<file path="src/rtl/fpg8_pkg.sv">
// Shared definitions for the boot loader: FSM states, frame constants and the
// word-count decode used when the count byte arrives.
package fpg8_pkg;

  typedef enum logic [2:0] {
    WAIT_CNT,
    WAIT_HI,
    WAIT_LO,
    WAIT_CSUM,
    DONE,
    ERROR
  } loader_state_t;

  localparam int BYTES_PER_WORD   = 2;
  localparam int COUNT_ZERO_MEANS = 256;
  localparam int WORD_BITS        = BYTES_PER_WORD * 8;
  localparam int COUNT_BITS       = $clog2(COUNT_ZERO_MEANS + 1);

  // A count byte of zero stands for a full 256-word image.
  function automatic logic [COUNT_BITS-1:0] decode_count(input logic [7:0] count_byte);
    if (count_byte == 8'd0) begin
      return COUNT_BITS'(COUNT_ZERO_MEANS);
    end
    return COUNT_BITS'(count_byte);
  endfunction

endpackage

</file>
<file path="src/rtl/ram_loader_if.sv">
// Byte-stream input, RAM write port and status lines of the program loader.
interface ram_loader_if #(
  parameter int ADDR_WIDTH = 8,
  parameter int DATA_WIDTH = 16
);
  logic                  rx_valid;
  logic [7:0]            rx_byte;
  logic                  rearm;
  logic                  ld_w_en;
  logic [ADDR_WIDTH-1:0] ld_addr;
  logic [DATA_WIDTH-1:0] ld_data;
  logic                  cpu_hold;
  logic                  done;
  logic                  error;

  modport master (
    output rx_valid, rx_byte, rearm,
    input  ld_w_en, ld_addr, ld_data, cpu_hold, done, error
  );

  modport slave (
    input  rx_valid, rx_byte, rearm,
    output ld_w_en, ld_addr, ld_data, cpu_hold, done, error
  );
endinterface

</file>
<file path="src/rtl/byte_gap_timer.sv">
// Idle counter that flags when TIMEOUT_CYCLES consecutive enabled cycles pass
// without a clear; shared with the UART receiver.
module byte_gap_timer #(
  parameter int TIMEOUT_CYCLES = 1200000
) (
  input  logic clk,
  input  logic reset,
  input  logic clear,
  input  logic enable,
  output logic expired
);
  localparam int CW = $clog2(TIMEOUT_CYCLES + 1);

  logic [CW-1:0] count;

  // Saturates at the limit so a stalled enable never wraps back to zero.
  always_ff @(posedge clk) begin
    if (reset || clear) begin
      count <= '0;
    end else if (enable && (count != CW'(TIMEOUT_CYCLES))) begin
      count <= count + CW'(1);
    end
  end

  // Fires on the edge whose increment would reach the limit; a clear always wins.
  assign expired = enable && !clear && (count >= CW'(TIMEOUT_CYCLES - 1));

endmodule

</file>
<file path="src/rtl/ram_loader.sv">
// Boot loader: assembles big-endian words from the UART byte stream, writes
// them to RAM from address 0 and releases the CPU once the checksum matches.
module ram_loader
  import fpg8_pkg::*;
#(
  parameter int ADDR_WIDTH     = 8,
  parameter int DATA_WIDTH     = 16,
  parameter int TIMEOUT_CYCLES = 1200000
) (
  input  logic          clk,
  input  logic          reset,
  ram_loader_if.slave   bus
);

  loader_state_t         state;
  logic [COUNT_BITS-1:0] num_words;
  logic [COUNT_BITS-1:0] word_cnt;
  logic [ADDR_WIDTH-1:0] addr;
  logic [7:0]            hi_byte;
  logic [7:0]            csum;
  logic                  ld_w_en_q;
  logic [ADDR_WIDTH-1:0] ld_addr_q;
  logic [DATA_WIDTH-1:0] ld_data_q;
  logic                  cpu_hold_q;
  logic                  done_q;
  logic                  error_q;
  logic                  in_frame;
  logic                  gap_expired;
  logic [WORD_BITS-1:0]  assembled;

  assign in_frame  = (state == WAIT_HI) || (state == WAIT_LO) || (state == WAIT_CSUM);
  assign assembled = {hi_byte, bus.rx_byte};

  byte_gap_timer #(
    .TIMEOUT_CYCLES(TIMEOUT_CYCLES)
  ) u_gap_timer (
    .clk    (clk),
    .reset  (reset),
    .clear  (bus.rx_valid || !in_frame),
    .enable (in_frame),
    .expired(gap_expired)
  );

  // The byte strobe is checked before the gap timer so a byte landing on the
  // expiry edge still counts.
  always_ff @(posedge clk) begin
    if (reset) begin
      state      <= WAIT_CNT;
      num_words  <= '0;
      word_cnt   <= '0;
      addr       <= '0;
      hi_byte    <= '0;
      csum       <= '0;
      ld_w_en_q  <= 1'b0;
      ld_addr_q  <= '0;
      ld_data_q  <= '0;
      cpu_hold_q <= 1'b1;
      done_q     <= 1'b0;
      error_q    <= 1'b0;
    end else begin
      ld_w_en_q <= 1'b0;
      unique case (state)
        WAIT_CNT: begin
          if (bus.rx_valid) begin
            num_words <= decode_count(bus.rx_byte);
            word_cnt  <= '0;
            addr      <= '0;
            csum      <= '0;
            state     <= WAIT_HI;
          end
        end
        WAIT_HI: begin
          if (bus.rx_valid) begin
            hi_byte <= bus.rx_byte;
            csum    <= csum + bus.rx_byte;
            state   <= WAIT_LO;
          end else if (gap_expired) begin
            error_q <= 1'b1;
            state   <= ERROR;
          end
        end
        WAIT_LO: begin
          if (bus.rx_valid) begin
            csum      <= csum + bus.rx_byte;
            ld_w_en_q <= 1'b1;
            ld_addr_q <= addr;
            ld_data_q <= DATA_WIDTH'(assembled);
            addr      <= addr + ADDR_WIDTH'(1);
            word_cnt  <= word_cnt + COUNT_BITS'(1);
            state     <= (word_cnt == num_words - COUNT_BITS'(1)) ? WAIT_CSUM : WAIT_HI;
          end else if (gap_expired) begin
            error_q <= 1'b1;
            state   <= ERROR;
          end
        end
        WAIT_CSUM: begin
          if (bus.rx_valid) begin
            if (bus.rx_byte == csum) begin
              done_q     <= 1'b1;
              cpu_hold_q <= 1'b0;
              state      <= DONE;
            end else begin
              error_q <= 1'b1;
              state   <= ERROR;
            end
          end else if (gap_expired) begin
            error_q <= 1'b1;
            state   <= ERROR;
          end
        end
        DONE, ERROR: begin
          if (bus.rearm) begin
            done_q     <= 1'b0;
            error_q    <= 1'b0;
            cpu_hold_q <= 1'b1;
            state      <= WAIT_CNT;
          end
        end
        default: state <= WAIT_CNT;
      endcase
    end
  end

  assign bus.ld_w_en  = ld_w_en_q;
  assign bus.ld_addr  = ld_addr_q;
  assign bus.ld_data  = ld_data_q;
  assign bus.cpu_hold = cpu_hold_q;
  assign bus.done     = done_q;
  assign bus.error    = error_q;

endmodule

</file>
<file path="src/flat_wrapper.sv">
// flat-port wrapper written by rule: the top's interface ports become plain ports
module ram_loader_flat import fpg8_pkg::*;
#(
  parameter int ADDR_WIDTH     = 8,
  parameter int DATA_WIDTH     = 16,
  parameter int TIMEOUT_CYCLES = 1200000
)
  (clk, reset, bus_rx_valid, bus_rx_byte, bus_rearm, bus_ld_w_en, bus_ld_addr, bus_ld_data, bus_cpu_hold, bus_done, bus_error);
  ram_loader_if #(.ADDR_WIDTH(ADDR_WIDTH), .DATA_WIDTH(DATA_WIDTH)) bus_i ();
  input  logic clk;
  input  logic reset;
  input wire logic [$bits(bus_i.rx_valid)-1:0] bus_rx_valid;
  input wire logic [$bits(bus_i.rx_byte)-1:0] bus_rx_byte;
  input wire logic [$bits(bus_i.rearm)-1:0] bus_rearm;
  output wire logic [$bits(bus_i.ld_w_en)-1:0] bus_ld_w_en;
  output wire logic [$bits(bus_i.ld_addr)-1:0] bus_ld_addr;
  output wire logic [$bits(bus_i.ld_data)-1:0] bus_ld_data;
  output wire logic [$bits(bus_i.cpu_hold)-1:0] bus_cpu_hold;
  output wire logic [$bits(bus_i.done)-1:0] bus_done;
  output wire logic [$bits(bus_i.error)-1:0] bus_error;
  assign bus_i.rx_valid = bus_rx_valid;
  assign bus_i.rx_byte = bus_rx_byte;
  assign bus_i.rearm = bus_rearm;
  assign bus_ld_w_en = bus_i.ld_w_en;
  assign bus_ld_addr = bus_i.ld_addr;
  assign bus_ld_data = bus_i.ld_data;
  assign bus_cpu_hold = bus_i.cpu_hold;
  assign bus_done = bus_i.done;
  assign bus_error = bus_i.error;
  ram_loader #(.ADDR_WIDTH(ADDR_WIDTH), .DATA_WIDTH(DATA_WIDTH), .TIMEOUT_CYCLES(TIMEOUT_CYCLES)) u_core (.clk(clk), .reset(reset), .bus(bus_i));
endmodule
</file>
<file path="config.mk">
export PLATFORM = sky130hd
export DESIGN_NAME = ram_loader_flat
export DESIGN_NICKNAME = d
export VERILOG_FILES = /design/src/rtl/fpg8_pkg.sv /design/src/rtl/ram_loader_if.sv /design/src/rtl/byte_gap_timer.sv /design/src/rtl/ram_loader.sv /design/src/flat_wrapper.sv
export SDC_FILE = /design/constraint.sdc
export NUM_CORES = 1
export LEC_CHECK = 0
export ABC_AREA = 1
export CAP_MARGIN = 20
export CORE_MARGIN = 2
export CORE_UTILIZATION = 45
export DETAILED_ROUTE_END_ITERATION = 6
export HOLD_SLACK_MARGIN = 0.08
export SYNTH_ARGS = -nofsm -noshare
export SYNTH_HDL_FRONTEND = slang
export SYNTH_SLANG_ARGS = --single-unit
</file>
<file path="constraint.sdc">
create_clock -name clk -period 2.75 [get_ports clk]
set_clock_uncertainty 0.15 [all_clocks]
set_input_delay 0.55 -clock clk [delete_from_list [all_inputs] [get_ports clk]]
set_output_delay 0.55 -clock clk [all_outputs]
set_load 0.005 [all_outputs]
</file>
==> flow_metrics.env <==
export IMPL_grt_max_degree=37
export IMPL_worstReg2RegEnd="u_core.u_gap_timer.count[4]"
export IMPL_hold_path_startpoint="u_core.addr[7]"
export IMPL_hold_path_class="flop to flop"
export IMPL_die_h_um=107.2
export IMPL_finalNetCount=723
export IMPL_fin_area_mm2=0.005550
export IMPL_crit_chain="clkdlybuf4s50_1, ha_1, fa_1, nand3_1, nand2_1, nand2_1, nand2_1, a21oi_1, xor2_1, or2_0, a21oi_1"
export IMPL_syn_nets=680
export IMPL_worstSkewPairLatency_ps=370
export IMPL_whs_path_depth=1
export IMPL_finalWorstSetupSlack_ps=453.0
export IMPL_dpl_instance_area_mm2=0.005361
export IMPL_vias_per_cell=5.197
export IMPL_path_max_fanout=2
export IMPL_cts_clk_slew_worst_paths_ps=100
export IMPL_antenna_cells=0
export IMPL_max_freq_mhz=435.4
export IMPL_routedWlPerCell_um=13.71
export IMPL_synthesis_area_mm2=0.004795
export IMPL_cpMostUsedCell="nand2_1"
export IMPL_final_common_cell="nand2_1"
export IMPL_io_buffers=39
export IMPL_dieArea_mm2=0.01150
export IMPL_timing_final_crit_share=0.8353
export IMPL_yosysSeqAreaShare=0.3925
export IMPL_cap_violations=0
export IMPL_final_cell_mix="nand2_1 (113), dfxtp_1 (94), a21oi_1 (79)"
export IMPL_drive_gt1_frac=0.09531
export IMPL_period_minus_slack_ps=2297
export IMPL_whs_ps=310.9
export IMPL_synth_main_ff_cell="dfxtp_1"
export IMPL_post_synth_num_cell_types=41
export IMPL_postCtsSetupRepairBufs=0
export IMPL_core_mm2=0.01032
export IMPL_rr_worst_depth=9
export IMPL_grt_pass1_vias=3839
export IMPL_tns_ps=0
export IMPL_slowest_stage="clkdlybuf4s50_1"
export IMPL_pin_count=40
export IMPL_clock_sinks=94
export IMPL_path_class="input port to flop"
export IMPL_grt_pass1_wl_mm=18.93
export IMPL_power_leakage_nw=2.135
export IMPL_timing_rr_start="u_core.u_gap_timer.count[0]"
export IMPL_yosysWarnings=0
export IMPL_antenna_found_initial=0
export IMPL_worst_pin_slew_ps=501.6
export IMPL_hold_buffers=0
export IMPL_setup_viol=0
export IMPL_cp_data_arrival_time_ps=2450
export IMPL_first_pass_iters=5
export IMPL_synth_edff_count=0
export IMPL_reg2reg_slack_ps=660
export IMPL_avgSynthCellArea_um2=7.320
export IMPL_syn_to_final_growth_pct=15.76
export IMPL_critPathLaunchType="input port"
export IMPL_max_vdd_ir_drop_v=0.0002167
export IMPL_maxSlewHeadroom=0.6625
export IMPL_grt_util_all_layers=0.2081
export IMPL_vias=4360
export IMPL_h_tree_depth=3
export IMPL_finalWeightedCongestion=0.8608
export IMPL_cp_end_kind="flop"
export IMPL_root_buffer="clkbuf_8"
export IMPL_ctsResizeCount=0
export IMPL_synth_seq_cells=94
export IMPL_holdPathEnd="u_core.addr[7]"
export IMPL_fp_dieW_um=107.2
export IMPL_syn_inst=655
export IMPL_rows=37
export IMPL_status="finished clean"
export IMPL_overflow=0
export IMPL_start_util=0.4644
export IMPL_slew_violations=0
export IMPL_final_core_util=0.5376
export IMPL_cts_made_buffers=9
export IMPL_cts_path_max_buffers=2
export IMPL_hold_viol=0
export IMPL_drtIter0Drc=260
export IMPL_rsz0062_at_grt="no"
export IMPL_drc=0
export IMPL_critPathMaxStageDelay_ps=420
export IMPL_required_ps=2910
export IMPL_synth_async_sr_flop_share=0
export IMPL_powerDensity_mw_per_mm2=530.0
export IMPL_cts_tree="done"
export IMPL_preCtsSetupSlack_ps=64.67
export IMPL_drtAntennaViolNets=0
export IMPL_totalWireLength_mm=11.50
export IMPL_post_dp_hpwl_mm=8.679
## through the flow
stage / std cells / power (mW)
after floorplan: 655 / 1.914
after global placement: 823 / 2.073
after detailed placement: 823 / 2.081
after CTS: 839 / 2.976
after global routing: 839 / 3.115
final: 839 / 2.942
## sequential cells by signal, indices dropped and copies added (netlist names)
name	count
u_core.addr	8
u_core.bus.cpu_hold	1
u_core.bus.done	1
u_core.bus.error	1
u_core.bus.ld_addr	8
u_core.bus.ld_data	16
u_core.bus.ld_w_en	1
u_core.csum	8
u_core.hi_byte	8
u_core.num_words	9
u_core.state	3
u_core.u_gap_timer.count	21
u_core.word_cnt	9
## report_power, final
group / total [mW] / internal (mW) / leakage (nW) / switching [mW]
Clock: 0.894 / 0.351 / 0.0943 / 0.543
Sequential: 1.46 / 1.42 / 0.761 / 0.0396
Combinational: 0.586 / 0.216 / 1.28 / 0.369
Total: 2.94 / 1.99 / 2.13 / 0.952
## critical path, delay by kind of cell
kind | cells | cell delay, ps
xor+xnor | 1 | 80
buf+inv | 1 | 420
compound gates | 2 | 270
fa+ha+maj | 2 | 630
simple gates | 5 | 500
## worst max-delay path by stage
stage,from,endpoint,depth (start not counted)
floorplan,bus_rx_byte[0],u_core.csum[6],10
global placement,bus_rx_byte[0],u_core.csum[6],11
detailed placement,bus_rx_byte[0],u_core.csum[6],11
CTS,bus_rx_byte[0],u_core.csum[6],11
global route,bus_rx_byte[6],u_core.bus.cpu_hold,8
finish,bus_rx_byte[0],u_core.csum[6],11
## area by class of cell
cell class	instances	area, um2
Inverter	68	255.2
Multi-Input combinational cell	469	2524
Fill cell	1011	4773
Timing Repair Buffer	56	530.5
Tap cell	136	170.2
Clock buffer	9	123.9
Clock inverter	7	65.06
Sequential cell	94	1882
## layer usage
layer	vias to the layer above	routed length, um	GRT usage
met5	-	0	0
met4	0	131	0.06679
met3	10	478	0.02371
met2	104	5084	0.3219
met1	1995	5807	0.3016
li1	2251	-	-
## cell usage after synthesis (10+ instances only)
master | count | share of area
xor2_1 | 20 | 0.037
nand2_1 | 113 | 0.088
o21ai_0 | 57 | 0.059
inv_1 | 58 | 0.045
nand3_1 | 35 | 0.037
clkbuf_1 | 11 | 0.0086
dfxtp_1 | 94 | 0.39
a21oi_1 | 79 | 0.082
inv_2 | 10 | 0.0078
ha_1 | 12 | 0.031
nor2_1 | 66 | 0.052
xnor2_1 | 11 | 0.020
nor3_1 | 11 | 0.011
## cell families (layout without fill, tap and decap cells)
kind of cell / Yosys count / in the layout / synth area share
fa+ha+maj: 13 / 13 / 0.03549
flops: 94 / 94 / 0.3925
compound gates: 153 / 153 / 0.1707
xor+xnor: 32 / 32 / 0.06133
simple gates: 271 / 271 / 0.2589
buf+inv: 92 / 140 / 0.08116
No activity file was read; power rests on OpenSTA's default activity.
